## config.mk

```make
export PLATFORM = sky130hd
export DESIGN_NAME = inference_sequencer
export DESIGN_NICKNAME = d
export VERILOG_FILES = /design/src/rtl/inference_sequencer.sv
export SDC_FILE = /design/constraint.sdc
export NUM_CORES = 1
export LEC_CHECK = 0
export ABC_AREA = 1
export BUFFER_PORTS_ARGS = -buffer_cell sky130_fd_sc_hd__buf_2
export CORE_AREA = 5 5 156 158
export DETAILED_ROUTE_END_ITERATION = 12
export DIE_AREA = 0 0 161 163
export PLACE_DENSITY_LB_ADDON = 0.12
export SYNTH_ARGS = -nofsm -noshare
export SYNTH_HDL_FRONTEND = slang
export SYNTH_SLANG_ARGS = --single-unit
```

## constraint.sdc

```tcl
create_clock -name clk -period 4.2 [get_ports clk]
set_clock_uncertainty 0.1 [all_clocks]
set_input_delay 1.05 -clock clk [delete_from_list [all_inputs] [get_ports clk]]
set_output_delay 1.05 -clock clk [all_outputs]
set_load 0.1 [all_outputs]
```

## src/rtl/inference_sequencer.sv

```systemverilog
// inference_sequencer: walks one inference pass through the shared MM engine
// (one start/done transaction per layer, ping-ponging activation buffers), then
// runs argmax over the last layer's outputs and latches the resulting digit.
//
// Ports:
//   clk, reset            clock, synchronous active-high reset
//   start, img_ready      pass request (rising edge) and image-buffer-valid
//   cfg_*                 descriptor table write port (accepted only when idle)
//   mm_*                  MM engine start pulse, descriptor, buffer select, done
//   am_*                  argmax start pulse, length, buffer select, done, index
//   busy, done, error     status levels
//   result, layer_idx     latched digit, layer in progress
//   current_state         state encoding for the LEDs
module inference_sequencer #(
    parameter int unsigned NUM_LAYERS  = 3,
    parameter int unsigned DIM_W       = 10,
    parameter int unsigned ADDR_W      = 16,
    parameter int unsigned TIMEOUT_CYC = 1000000
) (
    input  logic              clk,
    input  logic              reset,
    input  logic              start,
    input  logic              img_ready,
    input  logic              cfg_we,
    input  logic [1:0]        cfg_layer,
    input  logic [DIM_W-1:0]  cfg_in_dim,
    input  logic [DIM_W-1:0]  cfg_out_dim,
    input  logic [ADDR_W-1:0] cfg_w_base,
    input  logic              cfg_relu,
    output logic              mm_start,
    output logic [DIM_W-1:0]  mm_in_dim,
    output logic [DIM_W-1:0]  mm_out_dim,
    output logic [ADDR_W-1:0] mm_w_base,
    output logic              mm_relu,
    output logic              mm_src_sel,
    input  logic              mm_done,
    output logic              am_start,
    output logic [DIM_W-1:0]  am_len,
    output logic              am_src_sel,
    input  logic              am_done,
    input  logic [3:0]        am_result,
    output logic              busy,
    output logic              done,
    output logic [3:0]        result,
    output logic              error,
    output logic [1:0]        layer_idx,
    output logic [3:0]        current_state
);

    localparam int unsigned     WD_W       = (TIMEOUT_CYC > 1) ? $clog2(TIMEOUT_CYC) : 1;
    localparam logic [WD_W-1:0] WD_LAST    = WD_W'(TIMEOUT_CYC - 1);
    localparam logic [1:0]      LAST_LAYER = 2'(NUM_LAYERS - 1);

    typedef enum logic [3:0] {
        IDLE     = 4'd0,
        WAIT_IMG = 4'd1,
        ISSUE    = 4'd2,
        RUN      = 4'd3,
        NEXT     = 4'd4,
        AM_ISSUE = 4'd5,
        AM_RUN   = 4'd6,
        DONE     = 4'd7,
        ERROR    = 4'd8
    } state_t;

    typedef struct packed {
        logic [DIM_W-1:0]  in_dim;
        logic [DIM_W-1:0]  out_dim;
        logic [ADDR_W-1:0] w_base;
        logic              relu;
    } desc_t;

    state_t            state_q, state_d;
    desc_t             tbl_q [4];
    logic              start_q;
    logic [WD_W-1:0]   wd_q;

    logic              mm_start_q, mm_relu_q, mm_src_sel_q;
    logic [DIM_W-1:0]  mm_in_dim_q, mm_out_dim_q, am_len_q;
    logic [ADDR_W-1:0] mm_w_base_q;
    logic              am_start_q, am_src_sel_q;
    logic              busy_q, done_q, error_q;
    logic [3:0]        result_q;
    logic [1:0]        layer_idx_q;

    logic              start_edge, honour_start, wd_expired, cfg_ok, issue_ok;
    logic [1:0]        issue_idx;
    desc_t             issue_desc;

    assign start_edge   = start & ~start_q;
    assign honour_start = start_edge && (state_q == IDLE || state_q == DONE || state_q == ERROR);
    assign wd_expired   = (wd_q == WD_LAST);
    assign cfg_ok       = cfg_we && !busy_q && (32'(cfg_layer) < NUM_LAYERS);

    // Descriptor for the ISSUE state being entered (from NEXT the index is about to advance).
    assign issue_idx  = (state_q == NEXT) ? layer_idx_q + 2'd1 : layer_idx_q;
    assign issue_desc = tbl_q[issue_idx];
    assign issue_ok   = (|issue_desc.in_dim) && (|issue_desc.out_dim);

    // Next-state decode.
    always_comb begin
        state_d = state_q;
        unique case (state_q)
            IDLE, DONE, ERROR: if (start_edge) state_d = WAIT_IMG;
            WAIT_IMG:          if (img_ready) state_d = ISSUE;
            ISSUE:             state_d = issue_ok ? RUN : ERROR;
            RUN: begin
                if (mm_done)         state_d = NEXT;
                else if (wd_expired) state_d = ERROR;
            end
            NEXT:              state_d = (layer_idx_q == LAST_LAYER) ? AM_ISSUE : ISSUE;
            AM_ISSUE:          state_d = AM_RUN;
            AM_RUN: begin
                if (am_done)         state_d = DONE;
                else if (wd_expired) state_d = ERROR;
            end
            default:           state_d = IDLE;
        endcase
    end

    // State, table and registered outputs.
    always_ff @(posedge clk) begin
        if (reset) begin
            state_q      <= IDLE;
            start_q      <= 1'b0;
            wd_q         <= '0;
            for (int i = 0; i < 4; i++) tbl_q[i] <= '0;
            mm_start_q   <= 1'b0;
            mm_in_dim_q  <= '0;
            mm_out_dim_q <= '0;
            mm_w_base_q  <= '0;
            mm_relu_q    <= 1'b0;
            mm_src_sel_q <= 1'b0;
            am_start_q   <= 1'b0;
            am_len_q     <= '0;
            am_src_sel_q <= 1'b0;
            busy_q       <= 1'b0;
            done_q       <= 1'b0;
            error_q      <= 1'b0;
            result_q     <= '0;
            layer_idx_q  <= '0;
        end else begin
            state_q    <= state_d;
            start_q    <= start;
            busy_q     <= !(state_d == IDLE || state_d == DONE || state_d == ERROR);
            // Pulses are set only on entry to their issue state, so they last one cycle.
            mm_start_q <= (state_d == ISSUE) && issue_ok;
            am_start_q <= (state_d == AM_ISSUE);

            if (cfg_ok) tbl_q[cfg_layer] <= {cfg_in_dim, cfg_out_dim, cfg_w_base, cfg_relu};

            if (honour_start) begin
                done_q       <= 1'b0;
                error_q      <= 1'b0;
                layer_idx_q  <= '0;
                mm_src_sel_q <= 1'b0;
            end

            if (state_q == NEXT && state_d == ISSUE) begin
                layer_idx_q  <= layer_idx_q + 2'd1;
                mm_src_sel_q <= ~mm_src_sel_q;
            end

            if (state_d == ISSUE) begin
                mm_in_dim_q  <= issue_desc.in_dim;
                mm_out_dim_q <= issue_desc.out_dim;
                mm_w_base_q  <= issue_desc.w_base;
                mm_relu_q    <= issue_desc.relu;
            end

            // Argmax reads the buffer the last layer wrote.
            if (state_d == AM_ISSUE) begin
                am_len_q     <= tbl_q[LAST_LAYER].out_dim;
                am_src_sel_q <= ~mm_src_sel_q;
            end

            if (state_q == AM_RUN && am_done) begin
                result_q <= am_result;
                done_q   <= 1'b1;
            end

            if (state_d == ERROR) error_q <= 1'b1;

            // Watchdog restarts on entry to each wait state.
            if ((state_d == RUN || state_d == AM_RUN) && state_d != state_q)
                wd_q <= '0;
            else if (state_q == RUN || state_q == AM_RUN)
                wd_q <= wd_q + WD_W'(1);
        end
    end

    assign mm_start      = mm_start_q;
    assign mm_in_dim     = mm_in_dim_q;
    assign mm_out_dim    = mm_out_dim_q;
    assign mm_w_base     = mm_w_base_q;
    assign mm_relu       = mm_relu_q;
    assign mm_src_sel    = mm_src_sel_q;
    assign am_start      = am_start_q;
    assign am_len        = am_len_q;
    assign am_src_sel    = am_src_sel_q;
    assign busy          = busy_q;
    assign done          = done_q;
    assign result        = result_q;
    assign error         = error_q;
    assign layer_idx     = layer_idx_q;
    assign current_state = state_q;

endmodule
```

==> results.md <==
Run status:
- The run finished with clean final reports.

Pwr:
- The design draws between 5 and 6 mW.
- The maximum resistive drop on vdd is 304 uV.
- The leakage dissipation is 5.08 nW.
- The power density over cell area is 477 nW/um^2.

Layout:
- The non-filler instance count after layout is approximately 1500.
- From synthesis to final layout, the design area changed by 16.7%.
- The filler cells instantiated in the layout total 2205.
- The area of the multi-input gates is 3260 um^2.
- The share of layout cells above drive strength 1 is approximately 17%.
- At the end of the flow, the number of nets in the layout was 1243.
- The count of antenna diodes in the layout is 0.
- The area taken by flip-flops and latches is 6150 um^2.

Yosys:
- Yosys mapped the design onto 38 distinct sky130hd cell types.
- The dominant register cell in the synthesized netlist is sky130_fd_sc_hd__edfxtp_1.
- The cell area that synthesis handed to floorplanning was 10000 um^2.
- By area the synthesized netlist is led by sky130_fd_sc_hd__edfxtp_1 44%, sky130_fd_sc_hd__dfxtp_1 17%, sky130_fd_sc_hd__nand2_1 9.4%.
- In this run the mean area of a mapped cell was about 9.2 um^2.
- The library cell with the highest instance count after synthesis is sky130_fd_sc_hd__nand2_1.
- After synthesis, flip-flops and latches occupy 61.3% of the total area.
- The share of synthesized area in the top cell type comes to 44.3%.
- The commonest cells after synthesis are 251 x sky130_fd_sc_hd__nand2_1, 178 x sky130_fd_sc_hd__nor2_1, 148 x sky130_fd_sc_hd__edfxtp_1.
- The cell count after synthesis is 1085.
- Summed over all instances, the cell type with the most area after synthesis is sky130_fd_sc_hd__edfxtp_1.
- The net count after synthesis is 1137.
- The number of warnings issued by yosys is 0.
- The count of flip-flops with a built-in enable after synthesis is 148.
- The number of synthesized register bits is 233.
- Of all flip-flops after synthesis, the portion carrying an async set or reset was 0%.

Routing:
- The vias per cell is 5.06.
- The remaining number of nets flagged by the antenna check after routing is 0.
- Detailed routing placed a total of roughly 1.3 mm of wire on met3.
- The final wirelength is 25.4 mm.
- The first-iteration detailed-routing DRC count is 542.
- In this run the top signal layer used is met4.
- The average wire per standard cell is 16.9 um.
- Wire segments on met2 add up to 12.4 mm in the final route.
- For this block, wires on met1 add up to 11.3 mm.
- The DRC violation count after routing is 0.
- The first detailed-routing pass ran for 6 iterations.
- The detailed router placed around 7600 vias in this run.

Critical path:
- The critical path is of the reg -> reg type.
- Traced cell by cell, the critical path runs through inv_2, nor2_4, nand3_1, nand2_2, nand2_1, nand3_1, nand2_1, nand2_1, nor2_1, nand3_1, nand3_2, a21oi_1, nand2_1, nand2_1, buf_4, nor2_2.
- The worst endpoint required time is 4500 ps.
- STA puts the critical path data arrival time at 3570 ps.
- The kind of capture point of the worst setup path is a flip-flop.
- The delay of the slowest critical-path stage is 650 ps.
- In this design, the critical path's most frequently occurring cell is sky130_fd_sc_hd__nand2_1.
- Along the worst path, the maximum fanout reaches 36.
- The largest individual stage delay along the critical path comes from the cell sky130_fd_sc_hd__nand2_2.
- The kind of launch point of the worst setup path is a flip-flop.

GRT:
- The total global routing track utilization is 19.2%.
- The wire length of the first global-routing pass is 40.2 mm.
- The via count of the first global-routing pass is approximately 7600.
- The sum of overflow across all layers after global routing is 0.
- The largest net degree at the start of global routing is 45.
- The initial antenna violation count is 1.

Hold path:
- The path type of the worst min-delay path is reg -> reg.

Placement:
- At the end of routability-driven placement, the weighted congestion stood at about 0.86.
- OpenSTA, run right after detailed placement, puts the worst setup slack at 949 ps.
- The number of placed instances, taps included, is ~1500.
- Summed over all nets, the half-perimeter wirelength after detailed placement is roughly 16 mm.
- The count of buffers added on input and output ports is 113.

Timing:
- The max-slew violation count is 0.
- The final hold violation count is 0.
- The share of the cycle needed by the critical path after routing is 77.9%.
- Setup violations remaining at the end of the flow were counted as 0.
- Measured against its own limit, the worst slew margin works out to 43.3%.
- For the final routed database, the setup TNS stands at 0 ps.
- Based on the critical path, the design can be clocked at up to 306 MHz.
- Setup repair after global routing left no endpoint under its margin.
- The shortest period the worst path allows is 3270 ps.
- For the pin with the worst max-slew slack, the measured transition is 849 ps.
- In the post-route analysis, the smallest setup slack over all paths is 929 ps.

Die:
- 114 I/O pins were placed.
- For this configuration, the core starts out at a cell density of 43.6%.
- The site row count is 56.
- The area of the core is ~23000 um^2.
- From bottom edge to top edge, the die measures 163 um.
- The floorplan step defined a die boundary enclosing 26200 um^2.
- The die is 161 um wide.

Clock tree:
- Clock tree synthesis inserted a total of 26 buffers.
- The insertion delay to the later sink of the worst-skew pair is around 520 ps.
- The count of instances resized after the clock tree is built is 0.
- The clock drives 233 sinks.
- The clock slew seen by the registers of the worst setup and hold paths is about 60 ps.
- In this run the number of H-tree levels came out at 1.
- The number of buffers inserted to repair setup after CTS is 0.
- The number of hold buffers added after cts is 0.
- Clock tree synthesis selected as its root buffer the cell sky130_fd_sc_hd__clkbuf_16.
- The TritonCTS clock tree is built.
- The worst-case clock buffer depth is 3.

Run:
- The tool flagged a number of max-cap violations equal to 0.
-- cell usage in the layout, fill, tap and decap left out, types with 3 or more instances in the layout --
cell,instances
sky130_fd_sc_hd__nand2_1,251
sky130_fd_sc_hd__nor2_1,178
sky130_fd_sc_hd__edfxtp_1,148
sky130_fd_sc_hd__buf_2,113
sky130_fd_sc_hd__inv_1,98
sky130_fd_sc_hd__dfxtp_1,85
sky130_fd_sc_hd__nand3_1,74
sky130_fd_sc_hd__a21oi_1,61
sky130_fd_sc_hd__clkbuf_16,27
sky130_fd_sc_hd__nor2_2,20
sky130_fd_sc_hd__buf_4,19
sky130_fd_sc_hd__o31ai_1,18
sky130_fd_sc_hd__o211ai_1,17
sky130_fd_sc_hd__o21ai_0,15
sky130_fd_sc_hd__xor2_1,12
sky130_fd_sc_hd__nand4_1,8
sky130_fd_sc_hd__clkbuf_1,8
sky130_fd_sc_hd__clkinv_2,8
sky130_fd_sc_hd__nor3_1,5
sky130_fd_sc_hd__xnor2_1,5
sky130_fd_sc_hd__nand2_2,4
sky130_fd_sc_hd__o21bai_1,4
sky130_fd_sc_hd__nand2_4,3
sky130_fd_sc_hd__o21ai_1,3
-- logic make-up (layout without fill, tap and decap cells) --
family                     after synthesis  after routing  synth area share, %
xor gates and xnor gates                17             17                 1.49
DFF                                    233            233                 61.3
adders and majority gates                2              2                0.250
muxes                                    1              1               0.0999
and+or+nand+nor                        551            551                 23.1
buffers and inverters                  155            281                 6.19
AOI/OAI and AO/OA                      126            126                 7.56
-- stage by stage --
step	util (%)	hold WS, ps	area, um^2
2_1_floorplan	-	371	10000
3_3_place_gp	47.4	351	10900
3_5_place_dp	47.4	352	10900
4_1_cts	50.9	360	11700
5_1_grt	50.9	383	11700
6_report	50.9	360	11700
-- final timing paths --
| check | end | startpoint | slack [ps] | cells past startpoint |
|---|---|---|---|---|
| setup / recovery | wd_q[15] | current_state[2] | 930 | 16 |
| hold / removal | result[0] | result[0] | 360 | 2 |
| setup reg to reg | wd_q[15] | current_state[2] | 930 | 16 |
| hold reg to reg | result[0] | result[0] | 360 | 2 |
-- layer usage --
layer | global-route usage [%] | up-vias
li1 | - | 3783
met1 | 25.2 | 3574
met2 | 33.7 | 193
met3 | 3.01 | 38
met4 | 4.46 | 0
met5 | 0 | -
-- layout make-up --
class / instances / area share, %
flip-flops and latches: 233 / 52.5
multi-input cells: 697 / 27.8
repair buffers: 134 / 6.40
clock buffers: 37 / 6.27
inverters: 99 / 3.18
well taps: 290 / 3.10
clock inverters: 11 / 0.663
-- registers in the layout (all words and copies together) (netlist names) --
register / cells
am_len: 10
am_src_sel: 1
am_start: 1
busy: 1
current_state: 4
done: 1
error: 1
layer_idx: 2
mm_in_dim: 10
mm_out_dim: 10
mm_relu: 1
mm_src_sel: 1
mm_start: 1
mm_w_base: 16
result: 4
start_q: 1
tbl_q: 148
wd_q: 20
-- critical path: cells and delay by family, from the launching register on --
family / cells / cell delay [ps]
buffers and inverters: 2 / 400
AOI/OAI and AO/OA: 1 / 190
and+or+nand+nor: 13 / 2050
DFF: 1 / 380
-- power breakdown --
part	switching, mW	total [mW]	internal (mW)	leakage (nW)
sequential	0.0558	2.62	2.57	2.22
clock	0.865	2.14	1.27	0.405
combinational	0.662	0.819	0.157	2.45
total	1.58	5.58	3.99	5.08
Power figures use the tool's default switching activity.
